`src/rtl/fp_mult_arb_pkg.sv`:
```
// fp_mult_arb_pkg: shared widths, FSM encoding and operand/response records for fp_mult_arbiter
package fp_mult_arb_pkg;
    localparam int FP_W    = 32;
    localparam int NUM_REQ = 2;
    typedef enum logic [1:0] {
        IDLE = 2'd0,
        CALC = 2'd1,
        HOLD = 2'd2
    } state_e;
    typedef struct packed {
        logic            id;
        logic [FP_W-1:0] a;
        logic [FP_W-1:0] b;
    } operand_t;
    typedef struct packed {
        logic            id;
        logic            ovf;
        logic            unf;
        logic [FP_W-1:0] result;
    } response_t;
endpackage

```
`src/rtl/fp_mult_arbiter_mul.sv`:
```
// fp_mult_arbiter_mul: combinational IEEE-754 single multiply, round-to-nearest-even
// Ports: data1, data2 (operands) -> result, overflow, underflow.
// Subnormal inputs are treated as zero and subnormal results flush to signed zero (underflow set).
// NaN inputs propagate quieted; Inf x 0 yields the default quiet NaN.
module fp_mult_arbiter_mul
    import fp_mult_arb_pkg::*;
(
    input  logic [FP_W-1:0] data1,
    input  logic [FP_W-1:0] data2,
    output logic [FP_W-1:0] result,
    output logic            overflow,
    output logic            underflow
);
    logic              sgn, norm, grd, stk, rnd;
    logic              a_nan, b_nan, a_inf, b_inf, a_zero, b_zero;
    logic [7:0]        ea, eb;
    logic [22:0]       fa, fb, man;
    logic [47:0]       prod;
    logic [23:0]       man_r;
    logic signed [9:0] exp_n, exp_r;
    always_comb begin
        sgn    = data1[31] ^ data2[31];
        ea     = data1[30:23];
        eb     = data2[30:23];
        fa     = data1[22:0];
        fb     = data2[22:0];
        a_nan  = (&ea) & (|fa);
        b_nan  = (&eb) & (|fb);
        a_inf  = (&ea) & ~(|fa);
        b_inf  = (&eb) & ~(|fb);
        a_zero = ~(|ea);
        b_zero = ~(|eb);
        prod   = {24'd0, 1'b1, fa} * {24'd0, 1'b1, fb};
        norm   = prod[47];
        man    = norm ? prod[46:24] : prod[45:23];
        grd    = norm ? prod[23] : prod[22];
        stk    = norm ? |prod[22:0] : |prod[21:0];
        rnd    = grd & (stk | man[0]);
        man_r  = {1'b0, man} + {23'd0, rnd};
        exp_n  = $signed({2'b00, ea}) + $signed({2'b00, eb}) - 10'sd127 + $signed({9'd0, norm});
        // a rounding carry turns 1.111.. into 10.000.., bumping the exponent
        exp_r  = exp_n + $signed({9'd0, man_r[23]});
        overflow  = 1'b0;
        underflow = 1'b0;
        if (a_nan | b_nan | (a_inf & b_zero) | (a_zero & b_inf))
            result = a_nan ? (data1 | 32'h0040_0000) : b_nan ? (data2 | 32'h0040_0000) : 32'h7FC0_0000;
        else if (a_inf | b_inf)
            result = {sgn, 8'hFF, 23'd0};
        else if (a_zero | b_zero)
            result = {sgn, 31'd0};
        else if (exp_r > 10'sd254) begin
            result   = {sgn, 8'hFF, 23'd0};
            overflow = 1'b1;
        end else if (exp_r < 10'sd1) begin
            result    = {sgn, 31'd0};
            underflow = 1'b1;
        end else
            result = {sgn, exp_r[7:0], man_r[22:0]};
    end
endmodule

```
`src/rtl/fp_mult_arbiter.sv`:
```
// fp_mult_arbiter: two-requester round-robin front end sharing one FP32 multiplier
// Ports: CLK, nRST (async active-low); req_valid/req_ready/req_data1/req_data2 per requester;
// resp_valid/resp_ready handshake with resp_id, resp_result, resp_overflow, resp_underflow; busy.
// Optional MULT_ARB_STATS_EN adds saturating op_count/exc_count outputs (width CNT_W).
module fp_mult_arbiter
    import fp_mult_arb_pkg::*;
#(
    parameter int CNT_W = 16
) (
    input  logic                          CLK,
    input  logic                          nRST,
    input  logic [NUM_REQ-1:0]            req_valid,
    output logic [NUM_REQ-1:0]            req_ready,
    input  logic [NUM_REQ-1:0][FP_W-1:0]  req_data1,
    input  logic [NUM_REQ-1:0][FP_W-1:0]  req_data2,
    output logic                          resp_valid,
    input  logic                          resp_ready,
    output logic                          resp_id,
    output logic [FP_W-1:0]               resp_result,
    output logic                          resp_overflow,
    output logic                          resp_underflow,
    output logic                          busy
`ifdef MULT_ARB_STATS_EN
    ,
    output logic [CNT_W-1:0]              op_count,
    output logic [CNT_W-1:0]              exc_count
`endif
);
    state_e    state_q, state_d;
    logic      last_grant_q, last_grant_d;
    operand_t  op_q, op_d;
    response_t resp_q, resp_d;
    logic      gnt_id, can_accept, xfer;
    logic [FP_W-1:0] mul_res;
    logic      mul_ovf, mul_unf;
    fp_mult_arbiter_mul u_mul (
        .data1     (op_q.a),
        .data2     (op_q.b),
        .result    (mul_res),
        .overflow  (mul_ovf),
        .underflow (mul_unf)
    );
    always_comb begin
        // both valid: the one not served last; otherwise whichever is valid
        gnt_id       = (&req_valid) ? ~last_grant_q : req_valid[1];
        can_accept   = (state_q == IDLE) || (state_q == HOLD && resp_ready);
        req_ready    = {gnt_id, ~gnt_id} & req_valid & {NUM_REQ{can_accept}};
        xfer         = |req_ready;
        last_grant_d = xfer ? gnt_id : last_grant_q;
        op_d         = xfer ? {gnt_id, req_data1[gnt_id], req_data2[gnt_id]} : op_q;
        resp_d       = (state_q == CALC) ? {op_q.id, mul_ovf, mul_unf, mul_res} : resp_q;
        state_d      = (state_q == CALC) ? HOLD :
                       xfer ? CALC :
                       (state_q == HOLD && !resp_ready) ? HOLD : IDLE;
    end
    always_ff @(posedge CLK or negedge nRST) begin
        if (!nRST) begin
            state_q      <= IDLE;
            last_grant_q <= 1'b1;
            op_q         <= '0;
            resp_q       <= '0;
        end else begin
            state_q      <= state_d;
            last_grant_q <= last_grant_d;
            op_q         <= op_d;
            resp_q       <= resp_d;
        end
    end
    assign resp_valid     = (state_q == HOLD);
    assign busy           = (state_q != IDLE);
    assign resp_id        = resp_q.id;
    assign resp_result    = resp_q.result;
    assign resp_overflow  = resp_q.ovf;
    assign resp_underflow = resp_q.unf;
`ifdef MULT_ARB_STATS_EN
    logic [CNT_W-1:0] op_count_q, op_count_d, exc_count_q, exc_count_d;
    logic             done;
    always_comb begin
        done        = (state_q == HOLD) && resp_ready;
        op_count_d  = (done && !(&op_count_q)) ? op_count_q + CNT_W'(1) : op_count_q;
        exc_count_d = (done && (resp_q.ovf || resp_q.unf) && !(&exc_count_q)) ? exc_count_q + CNT_W'(1) : exc_count_q;
    end
    always_ff @(posedge CLK or negedge nRST) begin
        if (!nRST) begin
            op_count_q  <= '0;
            exc_count_q <= '0;
        end else begin
            op_count_q  <= op_count_d;
            exc_count_q <= exc_count_d;
        end
    end
    assign op_count  = op_count_q;
    assign exc_count = exc_count_q;
`endif
endmodule

```
`config.mk`:
```
export PLATFORM = sky130hd
export DESIGN_NAME = fp_mult_arbiter
export DESIGN_NICKNAME = d
export VERILOG_FILES = /design/src/rtl/fp_mult_arb_pkg.sv /design/src/rtl/fp_mult_arbiter_mul.sv /design/src/rtl/fp_mult_arbiter.sv
export SDC_FILE = /design/constraint.sdc
export NUM_CORES = 2
export LEC_CHECK = 0
export CAP_MARGIN = 20
export CORE_ASPECT_RATIO = 1.75
export CORE_UTILIZATION = 60
export DETAILED_ROUTE_END_ITERATION = 10
export PLACE_DENSITY = 0.78
export SETUP_SLACK_MARGIN = 0.2
export SLEW_MARGIN = 20
export SYNTH_ARGS = -nofsm -noshare
export SYNTH_HDL_FRONTEND = slang
export SYNTH_SLANG_ARGS = --single-unit
```
`constraint.sdc`:
```
create_clock -name CLK -period 14.1 [get_ports CLK]
set_input_delay 1.41 -clock CLK [delete_from_list [all_inputs] [get_ports CLK]]
set_output_delay 1.41 -clock CLK [all_outputs]
set_load 0.05 [all_outputs]
```
---- Yosys cells after proc, flatten, opt, wreduce, memory -nomap -nowiden ----
Index checks and enable logic that the tools add are counted.
storage, ports and cells
  flip-flop bits (word level) ............. 103
  input port bits ......................... 133
  output and inout port bits .............. 39
  logic and storage cells ................. 85
operators by class
  add/sub/neg operators ................... 5
  multipliers ............................. 1
  order comparisons ....................... 3
  equal/unequal tests ..................... 2
  muxes and demuxes ....................... 27
  bitwise gates (word level) .............. 22
  reductions and logical operators ........ 16
operators with widths
  kind                                                                              count
  32-bit 2-to-1 mux                                                                 7
  31-bit 2-to-1 mux                                                                 4
  23-bit OR reduction                                                               3
  24-bit by 24-bit multiplier with 48-bit output                                    1
  23-bit by 1-bit adder with 24-bit output                                          1
  23-bit 2-to-1 mux                                                                 1
  22-bit OR reduction                                                               1
  10-bit by 2-bit adder with 10-bit output                                          2
  8-bit AND reduction                                                               2
  8-bit OR reduction                                                                2
  1-bit 2-to-1 mux                                                                  12
  10-bit by 9-bit greater-than comparator with 1-bit output, second input constant  1
  10-bit by 2-bit < comparator with 1-bit output, second input constant             1
  10-bit by 8-bit subtractor with 10-bit output, second input constant              1
  8-bit by 8-bit adder with 9-bit output                                            1
  1-bit bitwise AND                                                                 7
  2-bit 2-to-1 mux                                                                  3
  1-bit NOT                                                                         6
  1-bit bitwise OR                                                                  6
  2-bit bitwise AND                                                                 2
  2-bit by 1-bit equality test with 1-bit output, second input constant             1
  2-bit equality test, second input constant                                        1
  1-bit logical AND                                                                 2
  2-bit logical NOT                                                                 1
  7 further kinds                                                                   7

---- Longest topological paths before layout ----
  word-level depth ........................ 13
  depth in mapped cells ................... 44
  gate-level depth less buffers ........... 38

---- Hierarchy ----
From an unflattened synthesis, not the netlist that was laid out.
second synthesis, totals
  cells, all modules ...................... 2965
  area, all modules ....................... 26505.4 um^2
by module, submodules not included
  module               instances  cells an instance  area an instance (um^2)  seq. area each (um^2)
  fp_mult_arbiter_mul  1          2637               21765.9                  0.0
  fp_mult_arbiter      1          328                4739.5                   2578.7

---- Worst setup path before layout ----
No wires, ideal clock.
  kind .................................... reg-to-reg
  from .................................... register op_q[43] (netlist bit)
  to ...................................... register resp_q, in the netlist resp_result[13]
  library setup time ...................... 124 ps
  data arrival time ....................... 10058 ps
  required time ........................... 13976 ps
  setup slack ............................. 3918 ps
  cell stages (with the launch flop) ...... 44
  path buffers ............................ 5
  period minus slack after synthesis ...... 10182 ps
  path through ............................ dfrtp_1 > clkbuf_1 > clkbuf_1 > nand2_1 > fa_1 > inv_1 > fa_1 > inv_1 > fa_1 > inv_1 > fa_1 > inv_1 > fa_1 > inv_1 > fa_1 > inv_1 > fa_1 > inv_1 > [... 8 more ...] > buf_2 > a21o_1 > a211o_1 > buf_6 > or2_0 > nor4_1 > ha_1 > fa_1 > o211ai_1 > nor4_1 > nor3b_1 > and2_1 > o2bb2ai_1 > a41oi_2 > nand3b_1 > nor3_1 > mux2_2 > a211o_1
on the way
  longest elaborated chain between the ends .. 13
  elaborated cells on any way between the ends .. 28
  those cells by class .................... add/sub (3); mul (1); order compare (2); mux (9); bitwise (10); reduce/logical (3)
RTL lines
  what                                                        RTL line                   source
  from (decl)                                                 fp_mult_arbiter.sv:31      operand_t op_q, op_d;
  from (signal assigned)                                      fp_mult_arbiter.sv:65      op_q <= op_d;
  24-bit by 24-bit multiplier with 48-bit output              fp_mult_arbiter_mul.sv:33  prod = {24'd0, 1'b1, fa} * {24'd0, 1'b1, fb};
  23-bit OR reduction or 22-bit OR reduction (tied branches)  fp_mult_arbiter_mul.sv:37  stk = norm ? |prod[22:0] : |prod[21:0];
  1-bit 2-to-1 mux                                            fp_mult_arbiter_mul.sv:37
  1-bit bitwise OR                                            fp_mult_arbiter_mul.sv:38  rnd = grd & (stk | man[0]);
  1-bit bitwise AND                                           fp_mult_arbiter_mul.sv:38
  23-bit by 1-bit adder with 24-bit output                    fp_mult_arbiter_mul.sv:39  man_r = {1'b0, man} + {23'd0, rnd};
  10-bit by 2-bit adder with 10-bit output                    fp_mult_arbiter_mul.sv:42  exp_r = exp_n + $signed({9'd0, man_r[23]});
  10-bit by 2-bit < comparator with 1-bit output              fp_mult_arbiter_mul.sv:54  end else if (exp_r < 10'sd1) begin
  31-bit 2-to-1 mux                                           fp_mult_arbiter_mul.sv:54
  31-bit 2-to-1 mux                                           fp_mult_arbiter_mul.sv:51  else if (exp_r > 10'sd254) begin
  31-bit 2-to-1 mux                                           fp_mult_arbiter_mul.sv:49  else if (a_zero | b_zero)
  31-bit 2-to-1 mux                                           fp_mult_arbiter_mul.sv:47  else if (a_inf | b_inf)
  32-bit 2-to-1 mux *                                         fp_mult_arbiter_mul.sv:45  if (a_nan | b_nan | (a_inf & b_zero) | (a_zero & b_inf))
  to (signal assigned)                                        fp_mult_arbiter.sv:66      resp_q <= resp_d;
  to (decl)                                                   fp_mult_arbiter.sv:32      response_t resp_q, resp_d;
Every way passes the cells marked *; elsewhere a longest branch is shown, timed or not.
A chain may end at the register's enable or synchronous reset.

---- Final worst setup path ----
  from .................................... register op_q[46] (netlist bit)
  to ...................................... register resp_q, in the netlist resp_result[18]
The elaborated chain is that of the path after synthesis.

==> results.py <==
metrics = {
    "run_status": {
        "status": "finished clean",
    },
    "worst_setup_path": {
        "path_common_cell": "fa_1",
        "cpPeakStageDelay_ps": 1100,
        "cp_slowest_cell": "dfrtp_1",
        "r2r_cells": 36,
        "cp-end-kind": "flop",
        "r2r_slack_ps": 1130,
        "startpoint_type": "flop",
        "crit_buf_inv": 7,
        "reg2reg_from": "op_q[46]$_DFFE_PN0P_",
        "worstSetupPathType": "flop to flop",
        "path_depth": 36,
        "critPathLaunch": "op_q[46]$_DFFE_PN0P_",
        "cp.arrival_ps": 13290,
        "crit_required_ps": 14420,
        "rr_endpoint": "resp_result[18]$_DFFE_PN0P_",
        "path_max_fanout": 22,
        "critPathTopFamily": "adder cells",
        "cp-endpoint": "resp_result[18]$_DFFE_PN0P_",
    },
    "synthesis": {
        "syn_nets": 3878,
        "synth_seq_area_share_pct": 9.79,
        "synth_seq_cells": 103,
        "synth_edf_count": 0,
        "syn_avg_cell_area_um2": 8.57,
        "synthFlopType": "dfrtp_1",
        "yosysWarnings": 0,
        "postSynthCellCount": 3075,
        "async_flop_share_pct": 100,
        "syn_area_mm2": 0.0263,
        "ys_types": 87,
    },
    "route": {
        "dr.pass1.iters": 5,
        "via_per_inst": 6.15,
        "wl_mm": 92.7,
        "drt_iter0_drc": 1537,
        "vias": 22900,
        "antenna_left": 0,
        "avgRoutedWirePerCell_um": 24.9,
        "drc": 0,
    },
    "clock_tree": {
        "path_clk_slew_ps": 90,
        "tritoncts": "done",
        "postCtsHoldBufs": 0,
        "cts.path.max_buffers": 2,
        "root_buffer": "clkbuf_16",
        "cts.sinks": 103,
        "htreeDepth": 3,
        "cts_buffers": 9,
        "clk_latency_ps": 380,
        "post_cts_buffers": 0,
        "cts_resized": 0,
    },
    "sta": {
        "drv_slew": 0,
        "fin_skew_ps": 17.4,
        "finalCritPeriodShare_pct": 92.0,
        "rsz0062_at_grt": "false",
        "slew_headroom_pct": 24.2,
        "totalNegativeSetupSlack_ps": 0,
        "min_period_ps": 12970,
        "finalSetupViolations": 0,
        "fmax_mhz": 77.1,
        "tightestPinTransition_ps": 1140,
        "finalHoldViolations": 0,
    },
    "min_path": {
        "hp-class": "flop to flop",
        "hp-start": "op_q[13]$_DFFE_PN0P_",
    },
    "grt": {
        "grt_use_total_pct": 42.7,
        "antenna_found_initial": 6,
        "grt_pass1_vias": 25000,
        "grt_pass1_wl_mm": 141,
        "grt_max_degree": 130,
        "grt_overflow_total": 0,
    },
    "layout": {
        "layout_commonest_cell": "inv_1",
        "layout_common_cells": "inv_1, fa_1, nand2_1",
        "fin_nets": 3952,
        "drive_above_1_share_pct": 3.77,
        "syn2layout_area_growth_pct": 9.61,
    },
    "die": {
        "coreArea_mm2": 0.0433,
        "start_util_pct": 60.8,
        "die_h_um": 279,
        "dieWidth_um": 160,
        "dieArea_mm2": 0.0448,
        "rows": 101,
        "io_pins": 172,
    },
    "placement": {
        "place_congestion": 1.02,
        "dp.final_hpwl_mm": 73.2,
        "port_buffers": 171,
    },
    "flow_run": {
        "cap_viol_max_count": 0,
    },
}
through the flow:
stage / utilization (%) / hold slack, ps / instances / instance area (µm²) / worst slack [ps]
global placement: 65.8 / 465 / 3703 / 28500 / 1760
global route: 66.6 / 523 / 3723 / 28900 / 512
detailed placement: 65.8 / 465 / 3704 / 28500 / 1470
floorplan: - / 439 / 3075 / 26300 / 3920
finish: 66.6 / 486 / 3724 / 28900 / 1130
CTS: 66.6 / 489 / 3720 / 28800 / 1470
worst register-to-register path: cells and delay by family, from the launching register on:
kind	cells	cell delay (ps)
buf+inv	7	920
compound gates	8	2480
flops	1	1100
simple gates	11	3890
fa+ha+maj	10	4510
cell usage after synthesis (11+ instances only):
library cell,count,area share [%]
clkbuf_1,136,1.9
nor3_1,39,0.74
nand2_1,410,5.8
ha_1,186,8.8
nand3_1,22,0.42
fa_1,484,37
xnor2_1,28,0.93
o21ai_0,131,2.5
mux2i_1,89,3.4
nand4_1,27,0.64
nor4_1,26,0.62
o211ai_1,16,0.46
dfrtp_1,102,9.7
a31oi_1,12,0.29
o21ai_1,11,0.21
buf_2,12,0.23
xor2_1,25,0.83
or3_1,11,0.26
inv_1,595,8.5
nor2_1,155,2.2
and2_1,241,5.7
a21oi_1,102,1.9
a21o_1,17,0.48
cell families (layout without fill, tap and decap cells):
family | after synthesis | count (layout) | share of synthesized area [%]
fa+ha+maj | 670 | 670 | 45.6
other cells | 0 | 4 | 0
mux | 93 | 93 | 3.55
simple gates | 1006 | 1006 | 19.0
flops | 103 | 103 | 9.79
xor+xnor | 53 | 53 | 1.76
compound gates | 395 | 395 | 9.44
buf+inv | 755 | 834 | 10.9
state kept, by name, indices dropped and copies added (netlist names):
register        count
op_q               65
last_grant_q        1
resp_result        32
resp_overflow       1
state_q             2
resp_id             1
resp_underflow      1
cell type report:
| cell class | count | area (µm²) |
|---|---|---|
| inverter | 597 | 2240 |
| multi-input combinational | 2217 | 20900 |
| timing repair buffer | 221 | 2090 |
| tap | 566 | 708 |
| fill | 3631 | 14500 |
| sequential | 103 | 2580 |
| clock inverter | 6 | 76.3 |
| antenna | 4 | 10.0 |
| clock buffer | 10 | 229 |
how the worst min path moves through the flow:
| stage | cells after the start | slack [ps] | end |
|---|---|---|---|
| after global placement | 2 | 460 | resp_id$_DFFE_PN0P_ |
| after CTS | 2 | 490 | op_q[13]$_DFFE_PN0P_ |
| final | 2 | 490 | op_q[13]$_DFFE_PN0P_ |
| after floorplan | 2 | 440 | resp_id$_DFFE_PN0P_ |
| after global routing | 2 | 520 | resp_result[31]$_DFFE_PN0P_ |
| after detailed placement | 2 | 470 | resp_id$_DFFE_PN0P_ |
routing by layer:
metal	GRT usage (%)	part of all wire, %	vias to the layer above
met4	43.3	12	4
met5	0	0.017	-
met1	41.3	30	11300
li1	-	-	9743
met2	74.4	51	1291
met3	8.16	7.8	537
Power is left out: the tool's default activity adds up to more than one toggle a clock period on the data nets, which glitch-free logic cannot reach.
